$ cat src/rtl/video_filter_pkg.sv
// rtl/video_filter_pkg.sv - shared types, address constants and kernel helpers for the coefficient controller
package video_filter_pkg;

    // One-hot commit state: cfg_busy is simply the PENDING bit
    typedef enum logic [2:0] {
        ST_IDLE    = 3'b001,
        ST_DIRTY   = 3'b010,
        ST_PENDING = 3'b100
    } state_t;

    localparam int DEF_FILTER_DIM   = 3;
    localparam int COE_BASE         = 0;
    localparam int NORM_ADDR        = DEF_FILTER_DIM * DEF_FILTER_DIM;
    localparam int NORM_DEFAULT_VAL = 65536;

    function automatic int norm_addr(input int dim);
        return dim * dim;
    endfunction

    // True for the kernel centre tap, the only non-zero entry of an identity kernel
    function automatic bit is_identity_centre(input int k, input int dim);
        return k == ((dim / 2) * dim + (dim / 2));
    endfunction

endpackage

$ cat src/rtl/video_filter_coe_ctrl_if.sv
// rtl/video_filter_coe_ctrl_if.sv - config register port and snooped video handshake bundle
interface video_filter_coe_ctrl_if #(
    parameter int ADDR_WIDTH = 5
);
    logic                  cfg_we;
    logic [ADDR_WIDTH-1:0] cfg_addr;
    logic [31:0]           cfg_wdata;
    logic                  cfg_commit;
    logic                  cfg_busy;
    logic                  cfg_err;
    logic                  video_tvalid;
    logic                  video_tready;
    logic                  video_tuser;

    modport master (
        output cfg_we, cfg_addr, cfg_wdata, cfg_commit,
        output video_tvalid, video_tready, video_tuser,
        input  cfg_busy, cfg_err
    );

    modport slave (
        input  cfg_we, cfg_addr, cfg_wdata, cfg_commit,
        input  video_tvalid, video_tready, video_tuser,
        output cfg_busy, cfg_err
    );
endinterface

$ cat src/rtl/video_filter_coe_bank.sv
// rtl/video_filter_coe_bank.sv - coefficient/norm register bank with addressed write and parallel load
module video_filter_coe_bank
    import video_filter_pkg::*;
#(
    parameter int FILTER_DIM   = 3,
    parameter int COE_WIDTH    = 8,
    parameter int NORM_WIDTH   = 24,
    parameter int NORM_DEFAULT = NORM_DEFAULT_VAL,
    parameter int ADDR_WIDTH   = 5,
    localparam int N  = FILTER_DIM * FILTER_DIM,
    localparam int FW = N * COE_WIDTH
) (
    input  logic                  clk,
    input  logic                  reset,
    input  logic                  we,
    input  logic [ADDR_WIDTH-1:0] waddr,
    input  logic [31:0]           wdata,
    input  logic                  load,
    input  logic [FW-1:0]         load_coe,
    input  logic [NORM_WIDTH-1:0] load_norm,
    output logic [FW-1:0]         coe_flat,
    output logic [NORM_WIDTH-1:0] norm
);

    localparam logic [ADDR_WIDTH-1:0] NORM_A = ADDR_WIDTH'(norm_addr(FILTER_DIM));

    logic [COE_WIDTH-1:0] coe [N];

    // Upper data bits beyond the widest field are intentionally ignored
    logic unused_wdata;
    assign unused_wdata = ^wdata;

    always_ff @(posedge clk) begin
        if (!reset) begin
            for (int k = 0; k < N; k++)
                coe[k] <= COE_WIDTH'(is_identity_centre(k, FILTER_DIM));
            norm <= NORM_WIDTH'(NORM_DEFAULT);
        end else if (load) begin
            for (int k = 0; k < N; k++)
                coe[k] <= load_coe[k*COE_WIDTH +: COE_WIDTH];
            norm <= load_norm;
        end else if (we) begin
            for (int k = 0; k < N; k++)
                if (waddr == ADDR_WIDTH'(COE_BASE + k))
                    coe[k] <= wdata[COE_WIDTH-1:0];
            if (waddr == NORM_A)
                norm <= wdata[NORM_WIDTH-1:0];
        end
    end

    always_comb begin
        coe_flat = '0;
        for (int k = 0; k < N; k++)
            coe_flat[k*COE_WIDTH +: COE_WIDTH] = coe[k];
    end

endmodule

$ cat src/rtl/video_filter_coe_ctrl.sv
// rtl/video_filter_coe_ctrl.sv - frame-synchronous shadow/active coefficient controller for the convolution filter
module video_filter_coe_ctrl
    import video_filter_pkg::*;
#(
    parameter int FILTER_DIM   = 3,
    parameter int COE_WIDTH    = 8,
    parameter int NORM_WIDTH   = 24,
    parameter int NORM_DEFAULT = NORM_DEFAULT_VAL,
    parameter int ADDR_WIDTH   = 5,
    localparam int N  = FILTER_DIM * FILTER_DIM,
    localparam int FW = N * COE_WIDTH
) (
    input  logic                      clk,
    input  logic                      reset,
    video_filter_coe_ctrl_if.slave    bus,
    output logic [FW-1:0]             coe_flat,
    output logic [NORM_WIDTH-1:0]     norm_factor,
    output logic                      swap_pulse,
    output logic [15:0]               frame_cnt
);

    localparam logic [ADDR_WIDTH-1:0] NORM_A = ADDR_WIDTH'(norm_addr(FILTER_DIM));

    state_t state, state_next;
    logic   sof;
    logic   addr_ok;
    logic   shadow_we;
    logic   load_active;
    logic   err_next;
    logic   swap_next;
    logic   err_q;

    logic [FW-1:0]         shadow_coe;
    logic [NORM_WIDTH-1:0] shadow_norm;

    assign sof     = bus.video_tvalid & bus.video_tready & bus.video_tuser;
    assign addr_ok = (bus.cfg_addr <= NORM_A);

    always_ff @(posedge clk) begin
        if (!reset) begin
            state      <= ST_IDLE;
            err_q      <= 1'b0;
            swap_pulse <= 1'b0;
            frame_cnt  <= 16'd0;
        end else begin
            state      <= state_next;
            err_q      <= err_next;
            swap_pulse <= swap_next;
            if (sof)
                frame_cnt <= frame_cnt + 16'd1;
        end
    end

    // A write landing in the same cycle as a commit counts, so IDLE can jump straight to PENDING
    always_comb begin
        state_next  = state;
        shadow_we   = 1'b0;
        load_active = 1'b0;
        err_next    = 1'b0;
        swap_next   = 1'b0;
        case (state)
            ST_IDLE, ST_DIRTY: begin
                if (bus.cfg_we) begin
                    if (addr_ok) begin
                        shadow_we  = 1'b1;
                        state_next = ST_DIRTY;
                    end else begin
                        err_next = 1'b1;
                    end
                end
                if (bus.cfg_commit && (state == ST_DIRTY || shadow_we))
                    state_next = ST_PENDING;
            end
            ST_PENDING: begin
                err_next = bus.cfg_we;
                if (sof) begin
                    load_active = 1'b1;
                    swap_next   = 1'b1;
                    state_next  = ST_IDLE;
                end
            end
            default: state_next = ST_IDLE;
        endcase
    end

    assign bus.cfg_busy = (state == ST_PENDING);
    assign bus.cfg_err  = err_q;

    video_filter_coe_bank #(
        .FILTER_DIM  (FILTER_DIM),
        .COE_WIDTH   (COE_WIDTH),
        .NORM_WIDTH  (NORM_WIDTH),
        .NORM_DEFAULT(NORM_DEFAULT),
        .ADDR_WIDTH  (ADDR_WIDTH)
    ) u_shadow (
        .clk      (clk),
        .reset    (reset),
        .we       (shadow_we),
        .waddr    (bus.cfg_addr),
        .wdata    (bus.cfg_wdata),
        .load     (1'b0),
        .load_coe ('0),
        .load_norm('0),
        .coe_flat (shadow_coe),
        .norm     (shadow_norm)
    );

    // The active bank only ever takes a whole-bank copy, never a partial write
    video_filter_coe_bank #(
        .FILTER_DIM  (FILTER_DIM),
        .COE_WIDTH   (COE_WIDTH),
        .NORM_WIDTH  (NORM_WIDTH),
        .NORM_DEFAULT(NORM_DEFAULT),
        .ADDR_WIDTH  (ADDR_WIDTH)
    ) u_active (
        .clk      (clk),
        .reset    (reset),
        .we       (1'b0),
        .waddr    (bus.cfg_addr),
        .wdata    (bus.cfg_wdata),
        .load     (load_active),
        .load_coe (shadow_coe),
        .load_norm(shadow_norm),
        .coe_flat (coe_flat),
        .norm     (norm_factor)
    );

endmodule

$ cat src/flat_wrapper.sv
// flat-port wrapper written by rule: the top's interface ports become plain ports
module video_filter_coe_ctrl_flat import video_filter_pkg::*;
#(
    parameter int FILTER_DIM   = 3,
    parameter int COE_WIDTH    = 8,
    parameter int NORM_WIDTH   = 24,
    parameter int NORM_DEFAULT = NORM_DEFAULT_VAL,
    parameter int ADDR_WIDTH   = 5,
    localparam int N  = FILTER_DIM * FILTER_DIM,
    localparam int FW = N * COE_WIDTH
)
  (clk, reset, coe_flat, norm_factor, swap_pulse, frame_cnt, bus_cfg_we, bus_cfg_addr, bus_cfg_wdata, bus_cfg_commit, bus_video_tvalid, bus_video_tready, bus_video_tuser, bus_cfg_busy, bus_cfg_err);
  video_filter_coe_ctrl_if #(.ADDR_WIDTH(ADDR_WIDTH)) bus_i ();
  input  logic clk;
  input  logic reset;
  output logic [FW-1:0] coe_flat;
  output logic [NORM_WIDTH-1:0] norm_factor;
  output logic swap_pulse;
  output logic [15:0] frame_cnt;
  input wire logic [$bits(bus_i.cfg_we)-1:0] bus_cfg_we;
  input wire logic [$bits(bus_i.cfg_addr)-1:0] bus_cfg_addr;
  input wire logic [$bits(bus_i.cfg_wdata)-1:0] bus_cfg_wdata;
  input wire logic [$bits(bus_i.cfg_commit)-1:0] bus_cfg_commit;
  input wire logic [$bits(bus_i.video_tvalid)-1:0] bus_video_tvalid;
  input wire logic [$bits(bus_i.video_tready)-1:0] bus_video_tready;
  input wire logic [$bits(bus_i.video_tuser)-1:0] bus_video_tuser;
  output wire logic [$bits(bus_i.cfg_busy)-1:0] bus_cfg_busy;
  output wire logic [$bits(bus_i.cfg_err)-1:0] bus_cfg_err;
  assign bus_i.cfg_we = bus_cfg_we;
  assign bus_i.cfg_addr = bus_cfg_addr;
  assign bus_i.cfg_wdata = bus_cfg_wdata;
  assign bus_i.cfg_commit = bus_cfg_commit;
  assign bus_i.video_tvalid = bus_video_tvalid;
  assign bus_i.video_tready = bus_video_tready;
  assign bus_i.video_tuser = bus_video_tuser;
  assign bus_cfg_busy = bus_i.cfg_busy;
  assign bus_cfg_err = bus_i.cfg_err;
  video_filter_coe_ctrl #(.FILTER_DIM(FILTER_DIM), .COE_WIDTH(COE_WIDTH), .NORM_WIDTH(NORM_WIDTH), .NORM_DEFAULT(NORM_DEFAULT), .ADDR_WIDTH(ADDR_WIDTH)) u_core (.clk(clk), .reset(reset), .bus(bus_i), .coe_flat(coe_flat), .norm_factor(norm_factor), .swap_pulse(swap_pulse), .frame_cnt(frame_cnt));
endmodule
$ cat config.mk
export PLATFORM = sky130hd
export DESIGN_NAME = video_filter_coe_ctrl_flat
export DESIGN_NICKNAME = d
export VERILOG_FILES = /design/src/rtl/video_filter_pkg.sv /design/src/rtl/video_filter_coe_ctrl_if.sv /design/src/rtl/video_filter_coe_bank.sv /design/src/rtl/video_filter_coe_ctrl.sv /design/src/flat_wrapper.sv
export SDC_FILE = /design/constraint.sdc
export NUM_CORES = 1
export LEC_CHECK = 0
export ABC_CLOCK_PERIOD_IN_PS = 6200
export BUFFER_PORTS_ARGS = -buffer_cell sky130_fd_sc_hd__buf_2
export CORE_ASPECT_RATIO = 1.1
export CORE_MARGIN = 4
export CORE_UTILIZATION = 45
export DETAILED_ROUTE_END_ITERATION = 6
export PLACE_DENSITY = 0.8
export SYNTH_ARGS = -nofsm -noshare
export SYNTH_HDL_FRONTEND = slang
export SYNTH_SLANG_ARGS = --single-unit
$ cat constraint.sdc
create_clock -name clk -period 6.2 [get_ports clk]
set_input_delay 0.62 -clock clk [delete_from_list [all_inputs] [get_ports clk]]
set_output_delay 0.62 -clock clk [all_outputs]
set_load 0.1 [all_outputs]
== Yosys cells after proc, flatten, opt, wreduce, memory -nomap -nowiden ==
Memory sizes are Yosys's and may differ from the RTL's.
Cells that the tools add are included.

* Flip-flop bits (word level): 69
* Bits in latches: 0
* Bits in writable memories: 144
* Bits in read-only memories: 0
* Input bits: 44
* Memories: 2

{| class="wikitable"
|+ Memory list
! memory !! words !! width !! read ports !! clocked after memory_dff !! write ports !! line !! RTL
|-
| u_core.u_active.coe || 9 || 8 || 9 || 0 || 9 || video_filter_coe_bank.sv:27 || <nowiki>logic [COE_WIDTH-1:0] coe [N];</nowiki>
|-
| u_core.u_shadow.coe || 9 || 8 || 9 || 0 || 9 || video_filter_coe_bank.sv:27 ||
|}

* Add/subtract/negate cells: 1
* Multiply operators: 0
* Divide/modulo/power cells: 0
* $lt $le $gt $ge: 1
* Equal/unequal tests: 15
* Shift-type cells: 0
* Multiplexer cells: 72
* Bitwise gates (word level): 20
* Reduce and logical (&&, ||, !) cells: 6

{| class="wikitable"
|+ Operator list
! kind !! count
|-
| $mux 8 || 18
|-
| $mux 1 || 48
|-
| $eq 5x3->1 const B || 4
|-
| $or 1x1->1 || 18
|-
| $add 16x1->16 const B || 1
|-
| $mux 3 || 4
|-
| $eq 5x2->1 const B || 2
|-
| $eq 5x4->1 const B || 2
|-
| $pmux 3 s2 || 1
|-
| $eq 5x1->1 const B || 1
|-
| $le 5x4->1 const B || 1
|-
| $logic_not 5->1 || 1
|-
| $eq 3x1->1 const B || 1
|-
| $eq 3x2->1 const B || 1
|-
| $eq 3x3->1 const B || 1
|-
| $ne 3x1->1 const B || 1
|-
| $ne 3x2->1 const B || 1
|-
| $reduce_and 3->1 || 1
|-
| $and 1x1->1 || 2
|-
| $ne 2x1->1 const B || 1
|-
| $pmux 1 s2 || 1
|-
| $reduce_and 2->1 || 1
|-
| $reduce_or 2->1 || 1
|-
| $logic_and 1x1->1 || 1
|-
| $logic_or 1x1->1 || 1
|}

== Logic depth before layout (Yosys ltp) ==
Gate-level depths: netlist of the first run.

* Word-level depth: 9
* Gate-level depth with buffers: 7

== Modules after synthesis ==
A second synthesis of the first run with hierarchy kept.

* Cell total of the unflattened synthesis: 765
* Area, all modules: 9287.7 µm²

{| class="wikitable"
|+ Modules (own cells, without submodules)
! module !! times used !! cells each !! area an instance (µm²) !! seq. area each (µm²)
|-
| video_filter_coe_bank || 2 || 325 || 4161.5 || 2642.5
|-
| video_filter_coe_ctrl || 1 || 115 || 964.7 || 420.4
|}

== Worst setup path before layout of the first run ==
OpenSTA, ideal clock, no wires.

* Kind: register -> register
* Start point: register u_core.state[1]
* End point: memory u_core.u_active.coe[0][0], enable pin
* Data arrival time: 3190 ps
* Data required time: 5773 ps
* Setup slack: 2583 ps
* Cell stages (with the launch flop): 5
* Buffers on the path: 1
* Path through: dfxtp_1 -> buf_2 -> nor3b_4 -> a21oi_1 -> inv_1

{| class="wikitable"
|+ RTL lines
! item !! line !! RTL
|-
| start, declared || video_filter_coe_ctrl.sv:24 || <nowiki>state_t state, state_next;</nowiki>
|-
| start signal, assigned || video_filter_coe_ctrl.sv:46 || <nowiki>state <= state_next;</nowiki>
|-
| end, declared || video_filter_coe_bank.sv:27 ||
|}

==> key figures, run 1 <==
Status
  – Status: complete, no violations

STA
  – Setup TNS: 0 ns
  – Max Clk Rate: slightly below 0.3 GHz
  – Ratio of final minimum period to clock period: between 50% and 60%
  – Final-report setup violation count: 0
  – Slew headroom: 13.7%
  – Slew @ Worst Pin: 1.28 ns
  – Final Hold Vio Count: 0
  – Slew Viols, Final: 0
  – Final clock skew: 0.0125 ns
  – RSZ-0062 raised after global routing: false
  – Final min period: about 3.4 ns

Layout
  – Antenna fix cells: 0
  – Cell Count, Final, Fillers Out: 935
  – Most common cell after layout, fill and taps aside: buf_2
  – Area delta synth->final: 21.5%
  – Nets@finish: 732
  – Most frequent cells in the layout: buf_2, edfxtp_1, and2_1
  – Share of layout cells above drive strength 1: between 20 and 30%

Route
  – Vias: 4822
  – WL/cell: about 17 microns
  – Drt pass-1 iters: 4
  – DRC: 0
  – Initial DRC Count: 274
  – Total wire length: ~16000 microns
  – ANT nets after route: 0
  – Vias/cell: roughly 5.2

Clocking
  – Worst-case clock buffer depth: 3
  – H-Tree Depth: 1
  – Post-cts hold buffer count: 0
  – Clock sink total: 213
  – Clock Tree Root: clkbuf_16
  – CTS tree: done
  – Post-CTS Resized: 0
  – Worst-skew pair later-pin latency: 0.48 ns
  – Reg clk slew, reported paths: 0.06 ns
  – Setup Buffers After CTS: 0
  – Total CTS buffers: 21

Pwr
  – Internal power: 2.37 mW
  – Sw frac: 22.7%
  – Sw Pwr: 696 uW
  – Flop pwr share: 51.0%
  – Max rail drop VDD: 179 uV
  – Comb power frac: 7.0%
  – Static leakage: 3.68 nW
  – Clk pwr share: a little over two fifths
  – Power per cell area: about 330 nW/um^2

Place
  – Cells after DPL: roughly 900
  – Final RePlAce weighted congestion: 0.799
  – Dpl hpwl: 10300 microns
  – I/O Buffers: 150

Hold path
  – Worst Hold Class: input port to flip-flop

Global routing
  – First-pass GRT wire length: 24200 microns
  – Grt ovf: 0
  – Vias in the first global route: 4616
  – Tot GR Track Use: 15.4%
  – Largest net degree at the start of global routing: 87
  – Initial antenna violation count: 1

Die
  – Ports: 159
  – Die Span Y: between 100 and 150 microns
  – Die W: 133 microns
  – Core footprint: 17000 sq um
  – Full die area: 19400 sq um
  – Starting density of the core: between 40% and 50%
  – Num rows: 50

Yosys
  – Post-Synthesis Cells: 545
  – Syn Std Cell Area: 7730 sq um
  – Distinct cell type count after synthesis: 39
  – Sequential area share after synthesis: 73.8%
  – Post-synth top flop: edfxtp_1
  – Avg Inst Size Synth: ~14 sq um
  – #FFs+latches synth: between 200 and 250
  – Post-synth EDFFs: roughly 140
  – Yosys warning count: 0
  – Mapped Nets: 590
  – Asr flop ratio synth: 0%

Run
  – Max cap viols: 0

Worst setup path
  – Critical Path AT: 3.48 ns
  – Delay-heaviest family, CP: simple AND/OR/NAND/NOR gates
  – Critical path class: flip-flop to flip-flop
  – CP bufs+invs: 0
  – Critical Path Slowest Stage Cell: o31ai_1
  – Worst-path cell chain: xor2_1 -> and4_1 -> nand2_1 -> o31ai_1
  – Crit-path max cell delay: 1.06 ns
  – R2r setup slk: 2.80 ns
  – Crit. End Element: flip-flop
  – Critical Path Source Type: flip-flop
  – Peak fanout along the critical path: 25
  – WP data required: 6.28 ns
==> worst paths after layout <==
check                      startpoint  cells after the start                    endpoint
min                        bus_cfg_we                      3          u_core.bus.cfg_err
min reg2reg  u_core.u_shadow.norm[18]                      1    u_core.u_active.norm[18]
max reg2reg           u_core.state[1]                      4  u_core.u_shadow.coe[0][46]
max                   u_core.state[1]                      4  u_core.u_shadow.coe[0][46]
==> synth_stat cells (2+ instances only) <==
library cell	n	area, sq um
buf_2	10	50.1
nand2b_1	4	25.0
a22o_1	23	201
or4_4	2	22.5
xnor2_1	7	61.3
nor2_1	13	48.8
and2_1	81	507
dfxtp_1	69	1380
a21oi_1	32	160
o41ai_1	2	17.5
nor3_1	5	25.0
or3_1	8	50.1
and3_1	2	12.5
nand4_1	28	175
o31ai_1	29	218
clkbuf_1	25	93.8
o21ai_0	11	55.1
xor2_1	4	35.0
edfxtp_1	144	4320
nor4_1	2	12.5
inv_1	7	26.3
nand2_1	15	56.3
nand3_1	6	30.0
==> kinds of logic after synthesis <==
| group | count (synthesis) | share of synthesized area, % |
|---|---|---|
| simple gates | 173 | 13.4 |
| fa+ha+maj | 1 | 0.162 |
| flops | 213 | 73.8 |
| compound gates | 103 | 9.06 |
| buf+inv | 44 | 2.39 |
| xor+xnor | 11 | 1.25 |
==> stage by stage <==
step | area [sq um] | utilization [%] | worst slack (ns) | power, mW | hold slack, ns
4_1_cts | 9400 | 55.4 | 2.82 | 3.09 | 0.378
2_1_floorplan | 7730 | - | 2.58 | 1.76 | 0.425
3_5_place_dp | 8680 | 51.2 | 2.33 | 1.81 | 0.451
6_report | 9400 | 55.4 | 2.80 | 3.06 | 0.390
3_3_place_gp | 8680 | 51.2 | 2.44 | 1.80 | 0.446
5_1_grt | 9400 | 55.4 | 2.48 | 3.15 | 0.395
==> routing by layer <==
layer  global-route usage (%)  share of wire, %
met3                     3.08               6.3
met2                     27.6                51
met5                        0             0.083
met1                     19.0                41
met4                     4.47               1.5
==> power groups by stage <==
stage	logic (mW)	clock network, mW	registers [mW]
2_1_floorplan	0.0481	0	1.71
3_3_place_gp	0.213	0	1.59
3_5_place_dp	0.215	0	1.59
4_1_cts	0.215	1.31	1.56
5_1_grt	0.224	1.36	1.56
6_report	0.215	1.29	1.56
==> sequential cells by signal (all words and copies together), names as in the netlist <==
signal and cells:
u_core.u_active.norm 24, u_core.u_shadow.coe 72, u_core.u_shadow.norm 24, u_core.frame_cnt 16
u_core.state 3, u_core.u_active.coe 72, u_core.swap_pulse 1, u_core.bus.cfg_err 1
==> final cells by class <==
cell class	count	area (sq um)
clock buffer	22	529
clock inverter	15	183
fill	1341	7560
inverter	8	30.0
multi-input combinational	288	1870
sequential	213	5710
tap	234	293
timing repair buffer	155	788
==> worst reg2reg max path: cells and delay by family (launching register included) <==
| family | cells | cell delay (ns) |
|---|---|---|
| and+or+nand+nor | 2 | 1.16 |
| xor gates and xnor gates | 1 | 0.25 |
| AOI/OAI and AO/OA | 1 | 1.06 |
| DFF | 1 | 0.53 |
Note: power is estimated with default switching activity, not from simulation.
==> run 2: changes to the inputs <==
- ABC_AREA: unset -> 1
- ABC_CLOCK_PERIOD_IN_PS: 6200 -> 3500
- PLACE_DENSITY: 0.8 -> 0.79
- clock period: 6.2 -> 3.5 ns (I/O delays scaled with it)
==> key figures, run 2 <==
Die
  – Die W: 134 microns
  – Die Span Y: 146 microns
  – Core footprint: 17100 sq um
  – Starting density of the core: 45.9%
  – Full die area: 19600 sq um
  – Num rows: 50
  – Ports: 159

Layout
  – Share of layout cells above drive strength 1: 23.3%
  – Area delta synth->final: 21.2%
  – Cell Count, Final, Fillers Out: 1079
  – Top Registers: u_core.u_active.coe: 72 flops, u_core.u_shadow.coe: 72 flops
  – Nets@finish: 875
  – Most common cell after layout, fill and taps aside: buf_2
  – Fin util: 55.6%
  – Most frequent cells in the layout: buf_2, edfxtp_1, nor2_1

STA
  – Setup TNS: 0 ns
  – Slew headroom: 41.2%
  – Max Clk Rate: 0.404 GHz
  – RSZ-0062 raised after global routing: false
  – Slew @ Worst Pin: slightly below 0.9 ns
  – Final clock skew: about 0.013 ns
  – Final Hold Vio Count: 0
  – Ratio of final minimum period to clock period: a little over two thirds
  – Final-report setup violation count: 0
  – Slew Viols, Final: 0
  – Final min period: 2.48 ns

Yosys
  – Post-synth EDFFs: 144
  – Post-Synthesis Cells: 676
  – Top-count cell post-synth: edfxtp_1
  – Syn Std Cell Area: 7830 sq um
  – Mapped Nets: 721
  – Asr flop ratio synth: 0%
  – Sequential area share after synthesis: between 70% and 80%
  – #FFs+latches synth: 213
  – Most frequent cells after synthesis: edfxtp_1, nor2_1, inv_1
  – Yosys warning count: 0
  – Avg Inst Size Synth: 11.6 sq um
  – Area leader, netlist: edfxtp_1
  – Post-synth top area share: 55.2%
  – Largest cells by area after synthesis: edfxtp_1, dfxtp_1, nor2_1
  – Post-synth top flop: edfxtp_1
  – Distinct cell type count after synthesis: 32

Worst setup path
  – Critical Path AT: around 2.6 ns
  – Peak fanout along the critical path: 26
  – Crit. End Element: flip-flop
  – Critical Path Slowest Stage Cell: nor2_1
  – Most frequent CP cell: nand2_1
  – Critical Path Source Type: flip-flop
  – Critical path class: flip-flop to flip-flop
  – Crit-path max cell delay: roughly 0.67 ns
  – WP data required: 3.65 ns
  – Worst-path cell chain: inv_1 -> nand2_1 -> nand2_1 -> nand2_1 -> nor2_4 -> buf_4 -> nand2_1 -> nand2_1 -> nor2_2 -> nor2_1

Status
  – Status: complete, no violations

Pwr
  – Final Power: 5.56 mW
  – Flop pwr share: 50.5%
  – Internal power: 4.21 mW
  – Static leakage: around 4 nW
  – Power per cell area: 585 nW/um^2
  – Comb power frac: under 10%
  – Clk pwr share: about two fifths
  – Max rail drop VDD: 348 uV
  – Sw frac: 24.2%
  – Sw Pwr: 1.34 mW

Place
  – I/O Buffers: 150
  – Final RePlAce weighted congestion: 0.813
  – Cells after DPL: 1041
  – Dpl hpwl: 10400 microns

Run
  – Max cap viols: 0

Hold path
  – Worst Hold Class: input port to flip-flop

Clocking
  – Clock sink total: approximately 210
  – Worst-case clock buffer depth: 3
  – Worst-skew pair later-pin latency: 0.48 ns
  – CTS tree: done
  – Setup Buffers After CTS: 0
  – Reg clk slew, reported paths: ~0.06 ns
  – H-Tree Depth: 1
  – Post-CTS Resized: 0
  – Clock Tree Root: clkbuf_16
  – Total CTS buffers: 21
  – Post-cts hold buffer count: 0

Route
  – Total wire length: 15800 microns
  – ANT nets after route: 0
  – Initial DRC Count: 252
  – WL/cell: around 15 microns
  – Drt pass-1 iters: 4
  – Vias/cell: 4.76
  – DRC: 0
  – Vias: just over 5k

Global routing
  – Initial antenna violation count: 3
  – Tot GR Track Use: between 10% and 20%
  – First-pass GRT wire length: 24700 microns
  – Largest net degree at the start of global routing: between 70 and 80
  – Vias in the first global route: just under 5k
  – Grt ovf: 0
-- run 2: changes by cell type in the layout (fill, tap and decap cells not counted), moves of 6 or more --
cell / previous run / this run
nand4_1: 28 / 0
nor2_1: 13 / 106
o21ai_0: 11 / 5
nand3_1: 6 / 44
or3_1: 8 / 0
and2_1: 81 / 2
o31ai_1: 29 / 0
nand2_1: 15 / 87
inv_1: 6 / 103
a21oi_1: 31 / 41
-- run 2: cell families (layout without fill, tap and decap cells) --
logic type | count (synthesis) | in the layout | share of synthesized area (%)
simple gates | 253 | 253 | 13.5
flops | 213 | 213 | 72.8
buf+inv | 128 | 296 | 6.81
compound gates | 76 | 76 | 6.17
xor+xnor | 5 | 5 | 0.559
fa+ha+maj | 1 | 1 | 0.160
other cells | 0 | 1 | 0
-- run 2: final timing paths --
path	from	to	slack [ns]	depth (start not counted)
setup / recovery	u_core.state[0]	u_core.u_shadow.coe[0][45]	1.02	10
setup reg to reg	u_core.state[0]	u_core.u_shadow.coe[0][45]	1.02	10
hold / removal	bus_cfg_wdata[16]	u_core.u_shadow.norm[16]	0.11	3
hold reg to reg	u_core.u_shadow.norm[23]	u_core.u_active.norm[23]	0.45	2
-- run 2: layout make-up --
class | count | area [sq um]
clock buffer | 27 | 599
antenna | 1 | 2.50
inverter | 102 | 383
multi-input combinational | 335 | 1600
fill | 1460 | 7580
timing repair buffer | 157 | 816
clock inverter | 10 | 97.6
tap | 234 | 293
sequential | 213 | 5710
-- run 2: worst max-delay path: cells and delay by family, from the launching register on --
kind	cells	cell delay, ns
flops	1	0.32
buf+inv	2	0.42
simple gates	8	1.40
-- run 2: metal layers --
layer	part of all wire [%]	track usage [%]	vias up
li1	-	-	2538
met1	42	19.3	2387
met2	47	26.8	174
met3	8.8	4.76	30
met4	2.0	4.01	6
met5	0.21	0	-
-- run 2: metrics by stage --
stage	hold WS (ns)	instance area (sq um)	setup slack, ns
floorplan	0.419	7830	0.922
global placement	0.426	8800	0.946
detailed placement	0.434	8800	0.837
CTS	0.0971	9490	0.917
global route	0.125	9490	0.709
finish	0.111	9500	1.02
-- run 2: power by group through the flow --
stage	registers (mW)	logic, mW	clock network [mW]
floorplan	3.09	0.184	0
global placement	2.86	0.518	0
detailed placement	2.86	0.525	0
CTS	2.81	0.526	2.27
global route	2.81	0.562	2.38
finish	2.80	0.523	2.23
